<file path="config.mk">
export PLATFORM = sky130hd
export DESIGN_NAME = square_wave_meas
export DESIGN_NICKNAME = d
export VERILOG_FILES = /design/src/rtl/square_wave_pkg.sv /design/src/rtl/square_wave_meas_sync_edge_det.sv /design/src/rtl/square_wave_meas.sv
export SDC_FILE = /design/constraint.sdc
export NUM_CORES = 1
export LEC_CHECK = 0
export BUFFER_PORTS_ARGS = -buffer_cell sky130_fd_sc_hd__clkbuf_2
export CAP_MARGIN = 20
export CORE_MARGIN = 2
export CORE_UTILIZATION = 50
export CTS_BUF_LIST = sky130_fd_sc_hd__clkbuf_8
export CTS_CLUSTER_SIZE = 28
export DETAILED_ROUTE_END_ITERATION = 10
export PLACE_DENSITY_LB_ADDON = 0.15
export RECOVER_POWER = 100
export SETUP_SLACK_MARGIN = 0.05
export SYNTH_ARGS = -nofsm -noshare
export SYNTH_HDL_FRONTEND = slang
export SYNTH_SLANG_ARGS = --single-unit
</file>
<file path="constraint.sdc">
create_clock -name clk -period 3.35 [get_ports clk]
set_input_delay 0.67 -clock clk [delete_from_list [all_inputs] [get_ports clk]]
set_output_delay 0.67 -clock clk [all_outputs]
set_load 0.02 [all_outputs]
</file>
<file path="src/rtl/square_wave_pkg.sv">
// Shared types and helpers for the square-wave measurement path.
// Rounding/saturation lives here so the generator side can reuse it.
package square_wave_pkg;

  typedef enum logic [1:0] {IDLE, HIGH, LOW} meas_state_t;

  localparam int CLK_PER_UNIT = 10;
  localparam int RW           = 16;

  typedef struct packed {
    logic          ovf;
    logic [RW-1:0] val;
  } round_t;

  // Rounds u whole units plus pre leftover cycles to the nearest unit, saturating at max_val.
  function automatic round_t round_units(input logic [RW-1:0] u,
                                         input logic [RW-1:0] pre,
                                         input logic [RW-1:0] max_val,
                                         input logic [RW-1:0] half);
    round_t     r;
    logic [RW:0] sum;
    sum = {1'b0, u} + {{RW{1'b0}}, (pre >= half)};
    if (sum > {1'b0, max_val}) begin
      r.ovf = 1'b1;
      r.val = max_val;
    end else begin
      r.ovf = 1'b0;
      r.val = sum[RW-1:0];
    end
    return r;
  endfunction

endpackage

</file>
<file path="src/rtl/square_wave_meas_sync_edge_det.sv">
// Two-flop synchroniser plus delay flop for an asynchronous input.
// Rise/fall are registered, so latency from pin to edge pulse is fixed at 3 edges.
module sync_edge_det (
  input  logic clk,
  input  logic rst_n,
  input  logic d_i,
  output logic rise_o,
  output logic fall_o
);

  logic s1_q, s2_q, dly_q, rise_q, fall_q;

  always_ff @(posedge clk or negedge rst_n) begin
    if (!rst_n) begin
      s1_q   <= 1'b0;
      s2_q   <= 1'b0;
      dly_q  <= 1'b0;
      rise_q <= 1'b0;
      fall_q <= 1'b0;
    end else begin
      s1_q   <= d_i;
      s2_q   <= s1_q;
      dly_q  <= s2_q;
      rise_q <= s2_q & ~dly_q;
      fall_q <= ~s2_q & dly_q;
    end
  end

  assign rise_o = rise_q;
  assign fall_o = fall_q;

endmodule

</file>
<file path="src/rtl/square_wave_meas.sv">
// Measures high and low time of an asynchronous square wave in units of T clk cycles.
// state | meaning
// IDLE  | waiting for a rise; partial period after reset/timeout is discarded
// HIGH  | timing the high phase
// LOW   | timing the low phase; next rise publishes the period
module square_wave_meas
  import square_wave_pkg::*;
#(
  parameter int M = 4,
  parameter int N = 4,
  parameter int T = CLK_PER_UNIT
) (
  input  logic         clk,
  input  logic         rst,
  input  logic         in,
  output logic [M-1:0] m_meas,
  output logic [N-1:0] n_meas,
  output logic         valid,
  output logic         ovf,
  output logic         stuck
);

  localparam int W  = ((M > N) ? M : N) + 1;
  localparam int PW = (T > 1) ? $clog2(T) : 1;
  localparam logic [RW-1:0] MAX_M = RW'((1 << M) - 1);
  localparam logic [RW-1:0] MAX_N = RW'((1 << N) - 1);
  localparam logic [RW-1:0] HALF  = RW'(T / 2);

  logic rise, fall;

  sync_edge_det u_sync (
    .clk    (clk),
    .rst_n  (rst),
    .d_i    (in),
    .rise_o (rise),
    .fall_o (fall)
  );

  meas_state_t  state_q;
  logic [PW-1:0] pre_q;
  logic [W-1:0]  u_q;
  logic [M-1:0]  hold_q, m_q;
  logic [N-1:0]  n_q;
  logic          hold_ovf_q, valid_q, ovf_q, stuck_q;
  round_t        rh, rl;
  logic          timeout;
  logic          unused_round_bits;

  always_comb begin
    rh = round_units(RW'(u_q), RW'(pre_q), MAX_M, HALF);
    rl = round_units(RW'(u_q), RW'(pre_q), MAX_N, HALF);
  end

  assign unused_round_bits = ^{rh.val[RW-1:M], rl.val[RW-1:N]};
  assign timeout = (u_q == '1);

  always_ff @(posedge clk or negedge rst) begin
    if (!rst) begin
      state_q    <= IDLE;
      pre_q      <= '0;
      u_q        <= '0;
      hold_q     <= '0;
      hold_ovf_q <= 1'b0;
      m_q        <= '0;
      n_q        <= '0;
      valid_q    <= 1'b0;
      ovf_q      <= 1'b0;
      stuck_q    <= 1'b0;
    end else begin
      valid_q <= 1'b0;
      if (rise || fall) stuck_q <= 1'b0;
      if (pre_q == PW'(T - 1)) begin
        pre_q <= '0;
        u_q   <= u_q + 1'b1;
      end else begin
        pre_q <= pre_q + 1'b1;
      end
      // An edge arriving in the timeout cycle takes priority over the timeout.
      case (state_q)
        IDLE: begin
          if (rise) begin
            state_q <= HIGH;
            pre_q   <= PW'(1);
            u_q     <= '0;
          end
        end
        HIGH: begin
          if (fall) begin
            hold_q     <= rh.val[M-1:0];
            hold_ovf_q <= rh.ovf;
            pre_q      <= PW'(1);
            u_q        <= '0;
            state_q    <= LOW;
          end else if (timeout) begin
            stuck_q <= 1'b1;
            state_q <= IDLE;
          end
        end
        LOW: begin
          if (rise) begin
            m_q     <= hold_q;
            n_q     <= rl.val[N-1:0];
            ovf_q   <= hold_ovf_q | rl.ovf;
            valid_q <= 1'b1;
            pre_q   <= PW'(1);
            u_q     <= '0;
            state_q <= HIGH;
          end else if (timeout) begin
            stuck_q <= 1'b1;
            state_q <= IDLE;
          end
        end
        default: state_q <= IDLE;
      endcase
    end
  end

  assign m_meas = m_q;
  assign n_meas = n_q;
  assign valid  = valid_q;
  assign ovf    = ovf_q;
  assign stuck  = stuck_q;

endmodule

</file>
# --- Word-level counts from Yosys, hierarchy flattened ---
# Index checks and enable logic that the tools add are counted.
totals:
  inputBits: 3
  register_bits: 32
  output_inout_bits: 11
  word_cells: 56
op_classes:
  n_mux: 21
  bitwise: 5
  magnitude_cmp: 2
  eq_ne: 5
  reduce_logical: 5
  addsub: 3
op_table:
  columns: ["op", "count"]
  rows:
  - ["$mux W17", 1]
  - ["$mux W5", 3]
  - ["$mux W4", 3]
  - ["$pmux W5 S2", 1]
  - ["$mux W2", 4]
  - ["$pmux W4 S2", 1]
  - ["$add A5 B1 Y6", 1]
  - ["$gt A6 B4 Y1 const B", 1]
  - ["$mux W1", 6]
  - ["$pmux W2 S3", 1]
  - ["$add A5 B1 Y5 const B", 1]
  - ["$eq A5 B5 Y1 const B", 1]
  - ["$add A4 B1 Y4 const B", 1]
  - ["$eq A4 B4 Y1 const B", 1]
  - ["$ge A4 B3 Y1 const B", 1]
  - ["$reduce_and A2 Y1", 2]
  - ["$and A1 B1 Y1", 2]
  - ["$eq A2 B1 Y1 const B", 1]
  - ["$eq A2 B2 Y1 const B", 1]
  - ["$logic_not A2 Y1", 1]
  - ["$ne A2 B1 Y1 const B", 1]
  - ["$not A1 Y1", 2]
  - ["$pmux W1 S2", 1]
  - ["$reduce_or A2 Y1", 1]
  - ["2 further kinds", 2]

# --- Longest topological paths before layout ---
logic_depth:
  ltp_word: 5
  ltp_mapped: 9
  depth_no_buf: 9

# --- By module ---
# From an unflattened synthesis, not the netlist that was laid out.
hier_totals:
  cells_unflattened: 152
  area_unflattened_um2: 1566.5
modules_own_cells:
  columns: ["mod", "cells_each", "seq_area_each_um2", "instances", "area_each_um2"]
  rows:
  - ["square_wave_meas", 145, 675.6, 1, 1426.4]
  - ["sync_edge_det", 7, 125.1, 1, 140.1]

# --- Worst setup path before layout ---
# No wires, ideal clock.
synth_timing:
  path_type: "register to register"
  startpoint: "reg pre_q[0]"
  endpoint: "reg hold_q[2]"
  path_buffers: 0
  t_arrival_ps: 1883
  path_slack_ps: 1334
  stages_incl_launch_ff: 9
  required_ps: 3218
  setup_time_ps: 132
  synth_period_minus_slack_ps: 2016
  cell_sequence: "dfrtp_1 ha_1 nand2b_1 a21o_2 ha_1 ha_1 a31oi_1 a41o_1 a31oi_1"
synth_via:
  elab_chain_len: 4
synth_rtl:
  columns: ["item", "line", "rtl"]
  rows:
  - ["start, declared", "square_wave_meas.sv:40", "logic [PW-1:0] pre_q;"]
  - ["start signal, assigned", "square_wave_meas.sv:76", "pre_q <= pre_q + 1'b1;"]
  - ["$ge A4 B3 Y1 (*)", "square_wave_pkg.sv:22", "sum = {1'b0, u} + {{RW{1'b0}}, (pre >= half)};"]
  - ["$add A5 B1 Y6 (*)", "square_wave_pkg.sv:22", null]
  - ["$gt A6 B4 Y1", "square_wave_pkg.sv:23", "if (sum > {1'b0, max_val}) begin"]
  - ["$mux W17 (*)", "square_wave_pkg.sv:23", null]
  - ["end signal, assigned", "square_wave_meas.sv:89", "hold_q <= rh.val[M-1:0];"]
  - ["end, declared", "square_wave_meas.sv:42", "logic [M-1:0] hold_q, m_q;"]
# Every way passes the cells marked *; elsewhere a longest branch is shown, timed or not.
# A chain may end at the register's enable or synchronous reset.

# --- Worst setup path after layout ---
layout_timing:
  startpoint: "reg pre_q[1]"
  endpoint: "reg n_q[2] (netlist: n_meas[2])"
layout_via:
  elab_chain_len: 4
layout_rtl:
  columns: ["item", "line", "rtl"]
  rows:
  - ["$ge A4 B3 Y1 (*)", "square_wave_pkg.sv:22", null]
  - ["$add A5 B1 Y6 (*)", "square_wave_pkg.sv:22", null]
  - ["$gt A6 B4 Y1", "square_wave_pkg.sv:23", null]
  - ["$mux W17 (*)", "square_wave_pkg.sv:23", null]
  - ["end signal, assigned", "square_wave_meas.sv:102", "n_q <= rl.val[N-1:0];"]
  - ["end, declared", "square_wave_meas.sv:43", "logic [N-1:0] n_q;"]
# Marks and branches as above.

==> run summary <==
Outcome - finished, violations left
Failing checks - capacitance limit, slew limit
Clk slew on worst S/H paths - 0.07 ns
Setup TNS Final - 0 ns
Initial Util - 0.5208
Mapped Nets - 166
DRT iter0 DRCs - 23
Worst Max-Slew Pin Slew - 1.666 ns
Leak - 0.0008463 uW
Synth warn - 0
Peak supply drop - 0.4074 mV
Pwr/cell area - 780.8 nW/um^2
Startpoint types - flip-flop
Share of cells above drive strength 1 - 0.07143
Root Driver - clkbuf_8
Residual DRC - 0
Wirelength per Cell - 13.85 um
N_diodes - 0
Final WL - 2783 um
PortBufs - 13
Critical path data arrival time - 2.37 ns
Seq/Total Area, Yosys - 0.5120
Max-slew violations - 33
Die ar. - 3592 um^2
Critical path cell sequence - inv_1 -> ha_1 -> nand2b_1 -> a21o_2 -> ha_1 -> ha_1 -> a31oi_1 -> a41o_1 -> a31oi_1
# Post-CTS Setup Buffers - 0
Clock sink count - 32
Fill cells - 276
DR vias - 1088
Max Root-Sink Buffers - 2
Period Utilization, post-route - 0.6621
Max Fclk - 450.9 MHz
Post-synth top area share - 0.5120
CTS Buf Count - 5
Area growth, synth to finish - 8.960%
Cells after synthesis - 152
WHS - 0.3491 ns
Vias in the first global route - 1018
First-pass DRT Iterations - 4
CP Class - reg -> reg
Biggest area consumer among synthesized cells - dfrtp_1
Hold buffer count at CTS - 0
Setup Viol. Count Final - 0
Worst stage delay on the critical path - 0.39 ns
Max Cap Violations - 1
Routability cong. - 0.8078
Most frequent CP cell - ha_1
CTS tree - built
Max-slew headroom - -0.1109
Drt via density - 5.413
Die X - 59.93 um
Hold Path Class - reg -> reg
Initial antenna violation count - 0
Slowest-stage cell, CP - dfrtp_1
Dominant synthesized flop cell - dfrtp_1
Asr flop ratio synth - 1.000
Post-synthesis sequential element count - 32
Final HPWL DP - 1978 um
Post_cts resized - 0
GRT overflow - 0
RSZ-0062 raised after global routing - no
Vert. Die Dim - 59.93 um
CTS H-tree lvls - 2
Fin. Hold Viols - 0
Crit path capture type - flip-flop
First-pass GRT wire length - 4767 um
Largest net degree at the start of global routing - 33
Core ar. - 3003 um^2
IO Pins - 14
Worst Skew - 0.009683 ns
FP Rows - 20
Netlist cell types - 37
Mapped Avg Cell Area - 10.29 um^2
Top cells by area, synth - dfrtp_1, ha_1, nor2_1
WP data required - 3.50 ns
Number of flops mapped to enable cells by yosys - 0
Crit-path max FO - 8
Clk_lat worst skew - 0.28 ns
Post-synthesis cell area - 1564 um^2
Total GRT Usage - 0.1801
# nets final - 181
Remaining antenna violation count - 0
Tmin final - 2.218 ns
[metal layers]
layer	routed length, um	GRT usage	vias to the layer above
met5	0	0	-
met4	40	0.05714	0
met3	80	0.05844	5
met2	1322	0.2811	12
met1	1341	0.2378	525
li1	-	-	546
[cell type report]
class | instances | area (um^2) | share of cell area
clock buffer | 6 | 82.58 | 0.04846
clock inverter | 2 | 11.26 | 0.006608
inverter | 7 | 26.28 | 0.01542
multi-input combinational | 108 | 691.9 | 0.4060
sequential | 32 | 800.8 | 0.4699
tap | 33 | 41.29 | 0.02423
timing repair buffer | 13 | 50.05 | 0.02937
[registers in the layout (all words and copies together) (netlist names), 2 cells and up]
name and cells:
state_q 2, m_meas 4, pre_q 4, n_meas 4, hold_q 4, u_q 5
[worst paths after layout]
path                                        from                     end  slack [ns]  depth (start not counted)
min reg2reg                u_sync.s1_q$_DFF_PN0_   u_sync.s2_q$_DFF_PN0_        0.35                          0
max                           pre_q[1]$_DFF_PN0_   n_meas[2]$_DFFE_PN0P_        1.13                          9
min in group asynchronous                    rst        u_q[0]$_DFF_PN0_        0.81                          1
min                        u_sync.s1_q$_DFF_PN0_   u_sync.s2_q$_DFF_PN0_        0.35                          0
max in group asynchronous                    rst  state_q[1]$_DFFE_PN0P_        1.57                          1
max reg2reg                   pre_q[1]$_DFF_PN0_   n_meas[2]$_DFFE_PN0P_        1.13                          9
[kinds of logic after synthesis]
kind of cell | synth area share
adder cells (fa/ha/maj) | 0.08800
buffers and inverters | 0.04080
XOR/XNOR | 0.02801
AO/OA/AOI/OAI | 0.1272
flip-flops | 0.5120
multiplexers | 0.01280
AND/OR/NAND/NOR | 0.1912
[cells in the mapped netlist, types with 2 or more instances]
master,n
nand2b_1,4
ha_1,11
xor2_1,2
buf_2,3
nand2_1,18
a31oi_1,5
mux2i_1,2
buf_6,2
o21ai_0,4
nand3_1,3
inv_1,7
nor3_1,2
a21oi_1,10
xnor2_1,3
nor2b_1,4
nor2_1,19
o21bai_1,2
dfrtp_1,32
[metrics by stage]
step | setup WS [ns] | instances | power, uW | util | area, um^2
floorplan | 1.334 | 152 | 943.5 | - | 1564
CTS | 1.128 | 201 | 1363 | 0.5750 | 1727
global route | 0.9877 | 201 | 1432 | 0.5675 | 1704
finish | 1.132 | 201 | 1331 | 0.5675 | 1704
global placement | 1.213 | 193 | 1036 | 0.5438 | 1633
detailed placement | 1.147 | 193 | 1062 | 0.5438 | 1633
[power breakdown]
group	internal (uW)	switching, uW
clock network	164	135
registers	489	77.5
logic	182	283
[critical path, delay by kind of cell (launching register included)]
kind,cells,cell delay (ns)
AOI/OAI and AO/OA,4,0.77
adders and majority gates,3,0.67
buffers and inverters,1,0.08
DFF,1,0.39
and+or+nand+nor,1,0.16
[cells in the final DEF, fill, tap and decap left out, types with 2 or more instances in the layout]
cell type  synthesis  routed
ha_1              11      11
a21oi_1           10      10
nor2b_1            4       4
clkbuf_8           0       6
o21ai_0            4       4
dfrtp_1           32      32
clkbuf_1           0      12
nand2_1           18      19
a31oi_1            5       5
nor2_1            19      19
inv_1              7       8
nand3_1            3       3
mux2i_1            2       2
nor3_1             2       2
nand2b_1           4       4
xor2_1             2       2
xnor2_1            3       3
o21bai_1           2       2
No activity file was read; power rests on OpenSTA's default activity.
